==> config.mk <==
export PLATFORM = sky130hd
export DESIGN_NAME = route_unit_pipe
export DESIGN_NICKNAME = d
export VERILOG_FILES = /design/src/rtl/route_unit_pipe.sv
export SDC_FILE = /design/constraint.sdc
export NUM_CORES = 1
export LEC_CHECK = 0
export CORE_ASPECT_RATIO = 0.75
export CORE_UTILIZATION = 23
export DETAILED_ROUTE_END_ITERATION = 7
export GPL_TIMING_DRIVEN = 0
export PLACE_DENSITY = 0.45
export SYNTH_ARGS = -nofsm -noshare
export SYNTH_HDL_FRONTEND = slang
export SYNTH_SLANG_ARGS = --single-unit
==> constraint.sdc <==
create_clock -name clk -period 2.13 [get_ports clk]
set_input_delay 0.3195 -clock clk [delete_from_list [all_inputs] [get_ports clk]]
set_output_delay 0.3195 -clock clk [all_outputs]
set_load 0.02 [all_outputs]
==> src/rtl/route_unit_pipe.sv <==
// rtl/route_unit_pipe.sv - registered N-channel mux/demux/priority-encoder/decoder with valid/ready handshake
module route_unit_pipe #(
  parameter int SEL_W = 2,
  parameter int CNT_W = 8
) (
  input  logic                   clk,
  input  logic                   reset,
  input  logic [1:0]             mode,
  input  logic                   in_valid,
  output logic                   in_ready,
  input  logic [(1<<SEL_W)-1:0]  data_in,
  input  logic [SEL_W-1:0]       sel,
  input  logic                   scan_en,
  output logic                   out_valid,
  input  logic                   out_ready,
  output logic [(1<<SEL_W)-1:0]  data_out,
  output logic                   enc_valid,
  output logic [SEL_W-1:0]       scan_idx,
  output logic [CNT_W-1:0]       xfer_cnt
);

  localparam int N = 1 << SEL_W;

  localparam logic [1:0] MODE_MUX   = 2'b00;
  localparam logic [1:0] MODE_DEMUX = 2'b01;
  localparam logic [1:0] MODE_PENC  = 2'b10;
  localparam logic [1:0] MODE_DEC   = 2'b11;

  logic             out_valid_q, out_valid_d;
  logic [N-1:0]     data_out_q, data_out_d;
  logic             enc_valid_q, enc_valid_d;
  logic [SEL_W-1:0] scan_idx_q, scan_idx_d;
  logic [CNT_W-1:0] xfer_cnt_q, xfer_cnt_d;

  logic             accept;
  logic [SEL_W-1:0] eff_sel;
  logic [N-1:0]     result;
  logic             result_enc;

  assign in_ready = !out_valid_q || out_ready;
  assign accept   = in_valid && in_ready;
  assign eff_sel  = scan_en ? scan_idx_q : sel;

  always_comb begin
    result     = '0;
    result_enc = 1'b0;
    case (mode)
      MODE_MUX:   result[0] = data_in[eff_sel];
      MODE_DEMUX: result[eff_sel] = data_in[0];
      MODE_PENC: begin
        // ascending scan so the highest set bit wins
        for (int i = 0; i < N; i++) begin
          if (data_in[i]) result[SEL_W-1:0] = SEL_W'(i);
        end
        result_enc = |data_in;
      end
      MODE_DEC:   result[data_in[SEL_W-1:0]] = 1'b1;
      default:    result = '0;
    endcase
  end

  always_comb begin
    out_valid_d = out_valid_q;
    data_out_d  = data_out_q;
    enc_valid_d = enc_valid_q;
    scan_idx_d  = scan_idx_q;
    xfer_cnt_d  = xfer_cnt_q;
    if (accept) begin
      out_valid_d = 1'b1;
      data_out_d  = result;
      enc_valid_d = result_enc;
      xfer_cnt_d  = xfer_cnt_q + CNT_W'(1);
      // N is a power of two, so natural overflow gives the N-1 -> 0 wrap
      if (scan_en) scan_idx_d = scan_idx_q + SEL_W'(1);
    end else if (out_ready) begin
      out_valid_d = 1'b0;
    end
  end

  always_ff @(posedge clk or posedge reset) begin
    if (reset) begin
      out_valid_q <= 1'b0;
      data_out_q  <= '0;
      enc_valid_q <= 1'b0;
      scan_idx_q  <= '0;
      xfer_cnt_q  <= '0;
    end else begin
      out_valid_q <= out_valid_d;
      data_out_q  <= data_out_d;
      enc_valid_q <= enc_valid_d;
      scan_idx_q  <= scan_idx_d;
      xfer_cnt_q  <= xfer_cnt_d;
    end
  end

  assign out_valid = out_valid_q;
  assign data_out  = data_out_q;
  assign enc_valid = enc_valid_q;
  assign scan_idx  = scan_idx_q;
  assign xfer_cnt  = xfer_cnt_q;

endmodule

Yosys cells after proc, flatten, opt, wreduce, memory -nomap -nowiden
Index checks and enable logic that the tools add are counted.
{"block": "op_classes", "div": 0, "n_lt_le_gt_ge": 4, "add_sub_neg": 2, "reduce_logical": 9, "n_eq_ne": 3, "shifts": 0, "mux": 16, "n_mul": 0, "n_bitwise": 1}
{"op": "adder 8 x 1 -> 8 bit (second input constant)", "count": 1}
{"op": "2-to-1 mux 1 bit", "count": 7}
{"op": "< comparator 2 x 3 -> 1 bit (second input constant)", "count": 2}
{"op": "2-to-1 mux 2 bit", "count": 3}
{"op": "AND 4 bit", "count": 1}
{"op": "demux 1 bit (select 2 bit)", "count": 2}
{"op": "equality test 2 bit (second input constant)", "count": 2}
{"op": "greater-or-equal comparator 2 x 1 -> 1 bit (second input constant)", "count": 2}
{"op": "one-hot mux 1 bit (4 select lines)", "count": 1}
{"op": "one-hot mux 2 bit (2 select lines)", "count": 1}
{"op": "OR reduction 4 bit", "count": 1}
{"op": "logical AND 1 bit", "count": 3}
{"op": "one-hot mux 1 bit (3 select lines)", "count": 1}
{"op": "adder 2 x 1 -> 2 bit (second input constant)", "count": 1}
{"op": "binary-select mux 1 bit (select 2 bit)", "count": 1}
{"op": "equality test 2 x 1 -> 1 bit (second input constant)", "count": 1}
{"op": "logical NOT 2 bit", "count": 1}
{"op": "AND reduction 2 bit", "count": 1}
{"op": "nonzero test 2 bit", "count": 1}
{"op": "logical NOT 1 bit", "count": 1}
{"op": "logical OR 1 bit", "count": 1}
{"block": "totals", "output_inout_bits": 17, "reg_bits": 16, "ramBits": 0, "mem_count": 0, "rom_bits": 0, "inputBits": 13, "wordCells": 40, "latchBits": 0}

Longest topological paths before layout
Gate-level depths: netlist (run 1).
{"block": "depth", "ltp_word": 7, "mapped_depth": 6, "ltp_nobuf": 5}

Worst setup path before layout (run 1)
No wires, ideal clock.
{"block": "synth_timing", "path_kind": "register to register", "startpoint": "reg out_valid_q, in the netlist out_valid", "endpoint": "reg xfer_cnt_q[6], in the netlist xfer_cnt[6]", "period_less_slack_ns": 1.404, "path_slack_ns": 0.726, "n_path_buf": 1, "required_time_ns": 2.050, "t_arrival_ns": 1.325, "path_stages_with_launch": 7, "setup_ns": 0.080, "cell_sequence": "dfrtp_1 -> nand2b_2 -> and2_1 -> buf_2 -> nand4_1 -> nor2_1 -> xor2_1"}
{"block": "synth_via", "elab_chain_len": 3}
{"item": "start: declaration", "line_no": "29", "text": "logic out_valid_q, out_valid_d;"}
{"item": "start signal: assignment", "line_no": "88", "text": "out_valid_q <= out_valid_d;"}
{"item": "logical NOT 1 bit", "line_no": "40", "text": "assign in_ready = !out_valid_q || out_ready;"}
{"item": "logical OR 1 bit", "line_no": "40"}
{"item": "named net in_ready", "line_no": "10", "text": "output logic in_ready,"}
{"item": "logical AND 1 bit", "line_no": "41", "text": "assign accept = in_valid && in_ready;"}
{"item": "end signal: assignment", "line_no": "92", "text": "xfer_cnt_q <= xfer_cnt_d;"}
{"item": "end: declaration", "line_no": "33", "text": "logic [CNT_W-1:0] xfer_cnt_q, xfer_cnt_d;"}
The timed path passes the listed nets, and every way through them passes these cells.
A chain may end at the register's enable or synchronous reset.

Worst setup path in the final report (run 1)
{"block": "layout_timing", "startpoint": "in out_ready", "endpoint": "out in_ready"}
{"block": "layout_via", "elab_chain_len": 1}
{"item": "start: declaration", "line_no": "15", "text": "input logic out_ready,"}
{"item": "logical OR 1 bit", "line_no": "40"}
{"item": "end: declaration", "line_no": "10"}
No other way between the ends.

==> results_dict.tcl, run 1 <==
set metrics [dict create \
    die_x_um 71.7 \
    ys_seq_area_share_pct 47.8 \
    cp-startpoint "out_ready" \
    clk_latency_ps 250 \
    place_congestion 0.717 \
    max_freq_mhz 548 \
    stdcell_area_um2 1220 \
    max_slew.worst_pin.slew_ps 614 \
    final_min_period_over_clock_period_pct 85.7 \
    synth_mux_area_share_pct 0 \
    cts_hold_buffers 0 \
    finalNetCount 138 \
    routedWlPerCell_um 11.7 \
    placed_cells 159 \
    grt_overflow 0 \
    fin_tns_setup_ps 0 \
    area_growth_pct 46.0 \
    setup_viol 0 \
    antennaDiodeCount 0 \
    grt_pass1_wl_mm 3.10 \
    synth.avg_cell_area_um2 9.21 \
    cp-start-kind "primary input" \
    synth_xor_area_share_pct 9.40 \
    synth_compound_area_share_pct 14.6 \
    skew_ps 2.49 \
    grt_max_degree 17 \
    timing.rr.start "out_valid" \
    clock_path_buffers 2 \
    port-buffer-count 28 \
    peakVddDrop_mv 0.385 \
    coreArea_um2 3380 \
    initial_core_util_pct 24.8 \
    routed_wl_mm 1.91 \
    max_slew_margin_pct 59.0 \
    synthSimpleGateAreaFrac_pct 23.7 \
    synth_seq_cells 16 \
    fin_util_pct 36.2 \
    via_count 732 \
    critPathRequiredTime_ps 1810 \
    dpl-instance-area_um2 1170 \
    r2r_end "xfer_cnt[6]" \
    power_leakage_nw 0.503 \
    synth_nets 105 \
    arrival_ps 1510 \
    ant_nets 0 \
    cts_sinks 16 \
    p_total_mw 1.35 \
    reg2reg_setup_slack_ps 760 \
    cts_made_buffers 3 \
    synth_cell_type_count 29 \
    antenna_found_initial 0 \
    cts_root_buf "clkbuf_8" \
    nFillCells 359 \
    ios 30 \
    drtIter0Drc 19 \
    syn-cell-area_um2 838 \
    crit_end "in_ready" \
    cts_tree "built" \
    crit_type "in2out" \
    status "complete, no violations" \
    post-dp-hpwl_mm 1.51 \
    drv_cap 0 \
    die_y_um 54.3 \
    power_density_nw_per_um2 1100 \
    cp_max_fo 4 \
    end_kind "primary output" \
    first_global_vias 648 \
    drc_errors 0 \
    fp-row-count 18 \
    rsz0062_at_grt "false" \
    finalNonFillerCells 163 \
    h-tree-depth 1 \
    layout-drive-gt1-share_pct 7.32 \
    drtPass1Iterations 4 \
    ctsResizeCount 0 \
    cts_setup_buffers 0 \
    finalHoldViolations 0 \
    holdCritPathClass "in2async" \
    die_area_um2 3890 \
    final_common_cell "clkdlybuf4s50_1" \
    report.final.slew_viol_count 0 \
    synthCells 91 \
    synth_adder_area_share_pct 1.49 \
    yosys_warnings 0 \
    grtUsageTotal_pct 10.8 \
    layout_common_cells "clkdlybuf4s50_1, nand2_1, dfrtp_1" \
    r2r_cells 6 \
    period_needed_ps 1820 \
    clkTransAtPathRegs_ps 60 \
    vias_per_cell 4.49 \
    synth_top_family_by_area "simple AND/OR/NAND/NOR gates" \
]
[metrics by stage]
step	hold slack (ps)	worst slack [ps]
finish	450	305
CTS	479	296
global route	513	279
floorplan	233	726
detailed placement	467	307
global placement	462	293
[synthesized netlist by cell type]
| library cell | n | area (µm²) |
|---|---|---|
| nand2_1 | 17 | 63.8 |
| dfrtp_1 | 16 | 400 |
| nor2_1 | 6 | 22.5 |
| xnor2_1 | 6 | 52.6 |
| nand3_1 | 5 | 25.0 |
| nand2b_1 | 4 | 25.0 |
| o21ai_1 | 4 | 20.0 |
| a31oi_1 | 3 | 18.8 |
| inv_1 | 3 | 11.3 |
| xor2_1 | 3 | 26.3 |
| and2_1 | 2 | 12.5 |
| buf_2 | 2 | 10.0 |
| nor3_1 | 2 | 10.0 |
| o21ai_0 | 2 | 10.0 |
| o22ai_1 | 2 | 12.5 |
| a211o_1 | 1 | 8.76 |
| a211oi_1 | 1 | 7.51 |
| a32o_1 | 1 | 10.0 |
| clkbuf_1 | 1 | 3.75 |
| ha_1 | 1 | 12.5 |
| nand2b_2 | 1 | 8.76 |
| nand4_1 | 1 | 6.26 |
| nor2b_1 | 1 | 6.26 |
| nor3b_2 | 1 | 12.5 |
| o2111ai_1 | 1 | 8.76 |
| o21ai_2 | 1 | 8.76 |
| o22a_1 | 1 | 8.76 |
| o41ai_1 | 1 | 8.76 |
| or2_0 | 1 | 6.26 |
[worst min path at each step]
stage                     cells past startpoint     endpoint
after global placement                        1  xfer_cnt[7]
after detailed placement                      1  xfer_cnt[7]
after floorplan                               1  data_out[0]
after CTS                                     2  data_out[1]
after global routing                          1  xfer_cnt[7]
final                                         2  xfer_cnt[7]
[final cells by class]
| type | count | area, µm² | share of cell area (%) |
|---|---|---|---|
| Buffer | 3 | 13.8 | 1.12 |
| Clock buffer | 4 | 55.1 | 4.50 |
| Inverter | 3 | 11.3 | 0.920 |
| Multi-Input combinational cell | 69 | 413 | 33.7 |
| Sequential cell | 16 | 400 | 32.7 |
| Tap cell | 40 | 50.0 | 4.09 |
| Timing Repair Buffer | 28 | 280 | 22.9 |
[routing by layer]
metal  vias to the layer above  global-route usage, %  share of wire [%]
met4                         0                   3.92                1.0
met2                        14                   15.7                 45
li1                        377                      -                  -
met3                         2                   2.76                2.5
met1                       339                   15.3                 52
met5                         -                      0                  0
[worst max-delay path, cell delays in order]
cell and delay [ps]:
clkdlybuf4s50_1 450, nand2b_2 130, clkdlybuf4s50_1 600
[registers in the layout, indices dropped and copies added (netlist names)]
name	cells
data_out	4
out_valid	1
enc_valid	1
scan_idx	2
xfer_cnt	8
[logic make-up after synthesis]
logic type / after synthesis
flip-flops: 16
buffers and inverters: 6
XOR/XNOR: 9
AND/OR/NAND/NOR: 41
AO/OA/AOI/OAI: 18
adder cells (fa/ha/maj): 1
[report_power, final]
part           total, mW  switching, mW  internal [mW]  leakage, nW
combinational      0.556          0.269          0.287        0.276
clock              0.267          0.103          0.164       0.0288
sequential         0.525          0.122          0.403        0.198
No activity file was read; power rests on OpenSTA's default activity.
==> run 2, diff against run 1 <==
- CTS_BUF_LIST: not set -> sky130_fd_sc_hd__clkbuf_4
- CTS_CLUSTER_DIAMETER: not set -> 150
- MAX_ROUTING_LAYER: not set -> met4
==> run 2 against run 1 <==
Sequential power about the same. Combinational power about the same. First-iteration DRC count increased by 16%. Cell count unchanged. Critical endpoint unchanged. Routed wire length increased by 0.84%. Sequential cell count unchanged. Setup slack about the same. Final area decreased by 2.4%.
==> results_dict.tcl, run 2 (synthesized netlist as in run 1, its figures left out) <==
set metrics [dict create \
    slowest_delay_ps 600 \
    vias_per_cell 4.57 \
    antenna_found_initial 0 \
    seq_area_um2 400 \
    routed_wl_mm 1.92 \
    combPwrFrac_pct 44.7 \
    port-buffer-count 28 \
    grt_pass1_wl_mm 3.13 \
    grt_overflow 0 \
    post-dp-hpwl_mm 1.51 \
    max_slew.worst_pin.slew_ps 624 \
    p_sw_uw 489 \
    fin_util_pct 35.4 \
    r2r_cells 6 \
    drc_errors 0 \
    holdCritPathClass "in2async" \
    area_growth_pct 42.5 \
    layout_common_cells "clkdlybuf4s50_1, nand2_1, dfrtp_1" \
    drv_cap 0 \
    cts_root_buf "clkbuf_4" \
    timing.rr.start "out_valid" \
    die_y_um 54.3 \
    first_global_vias 634 \
    power_leakage_nw 0.490 \
    placed_cells 159 \
    routedWlPerCell_um 11.8 \
    dpl-instance-area_um2 1170 \
    die_x_um 71.7 \
    stdcell_area_um2 1190 \
    grtUsageTotal_pct 11.2 \
    seq_power_share_pct 42.2 \
    final_common_cell "clkdlybuf4s50_1" \
    crit_type "in2out" \
    switching_share_pct 39.2 \
    finalHoldViolations 0 \
    rsz0062_at_grt "false" \
    slowest_stage "clkdlybuf4s50_1" \
    timing.critical_path.mode_cell "clkdlybuf4s50_1" \
    ios 30 \
    antennaDiodeCount 0 \
    period_needed_ps 1820 \
    fp-row-count 18 \
    ant_nets 0 \
    grt_max_degree 17 \
    coreArea_um2 3380 \
    initial_core_util_pct 24.8 \
    layout-drive-gt1-share_pct 6.50 \
    setup_viol 0 \
    arrival_ps 1510 \
    clock_path_buffers 2 \
    path_cells "clkdlybuf4s50_1 -> nand2b_2 -> clkdlybuf4s50_1" \
    h-tree-depth 1 \
    cts_setup_buffers 0 \
    cp_max_fo 4 \
    r2r_end "xfer_cnt[6]" \
    fin_tns_setup_ps 0 \
    report.final.slew_viol_count 0 \
    skew_ps 2.94 \
    clkTransAtPathRegs_ps 100 \
    peakVddDrop_mv 0.379 \
    cts_hold_buffers 0 \
    max_slew_margin_pct 58.4 \
    finalNetCount 138 \
    ctsResizeCount 0 \
    place_congestion 0.726 \
    final_min_period_over_clock_period_pct 85.7 \
    finalNonFillerCells 163 \
    power_density_nw_per_um2 1040 \
    multiInputGateArea_um2 413 \
    max_freq_mhz 548 \
    die_area_um2 3890 \
    status "complete, no violations" \
    end_kind "primary output" \
    via_count 745 \
    clk_latency_ps 280 \
    drtIter0Drc 22 \
    p_clk_share_pct 13.2 \
    critPathRequiredTime_ps 1810 \
    cts_made_buffers 3 \
    reg2reg_setup_slack_ps 750 \
    internal-power_uw 757 \
    cts_sinks 16 \
    nFillCells 368 \
    cts_tree "built" \
    cp-start-kind "primary input" \
    largest_register_ffs 8 \
    drtPass1Iterations 4 \
]
## run 2: metrics by stage
| step | hold WS (ps) | setup WS [ps] | power [mW] |
|---|---|---|---|
| 3_5_place_dp | 467 | 307 | 1.09 |
| 3_3_place_gp | 462 | 293 | 1.09 |
| 5_1_grt | 488 | 279 | 1.34 |
| 2_1_floorplan | 233 | 726 | 0.810 |
| 6_report | 414 | 305 | 1.25 |
| 4_1_cts | 436 | 296 | 1.26 |
## run 2: power by group through the flow
stage	Combinational, mW	Sequential [mW]	Clock, mW
after global placement	0.559	0.530	0
after floorplan	0.177	0.633	0
after detailed placement	0.560	0.534	0
after CTS	0.562	0.528	0.172
after global routing	0.609	0.546	0.183
final	0.557	0.525	0.164
## run 2: how the worst max path moves through the flow
| stage | start | endpoint | cells after the start |
|---|---|---|---|
| after CTS | out_ready | in_ready | 3 |
| after global placement | scan_en | data_out[0] | 6 |
| final | out_ready | in_ready | 3 |
| after detailed placement | out_ready | in_ready | 3 |
| after floorplan | out_valid | xfer_cnt[6] | 6 |
| after global routing | out_ready | in_ready | 3 |
## run 2: final cells by class
cell class                      count  area share [%]
Multi-Input combinational cell     69            34.6
Clock buffer                        3            1.88
Sequential cell                    16            33.5
Timing Repair Buffer               28            23.5
Tap cell                           40            4.19
Buffer                              3            1.15
Inverter                            3           0.942
Clock inverter                      1           0.314
## run 2: metal layers
layer	wire length (µm)	up-vias	track usage (%)
li1	-	382	-
met1	1010	349	16.2
met2	851	12	15.3
met3	33	2	2.76
met4	23	0	2.94
met5	0	-	-
## run 2: critical path: cells and delay by family
kind | cells | cell delay [ps]
buffers and inverters | 2 | 1050
and+or+nand+nor | 1 | 130
==> run 3, diff against run 2 <==
- SKIP_LAST_GASP: not set -> 1
==> results of run 3 <==
No change in the layout: final DEF, timing and power equal those of run 2.
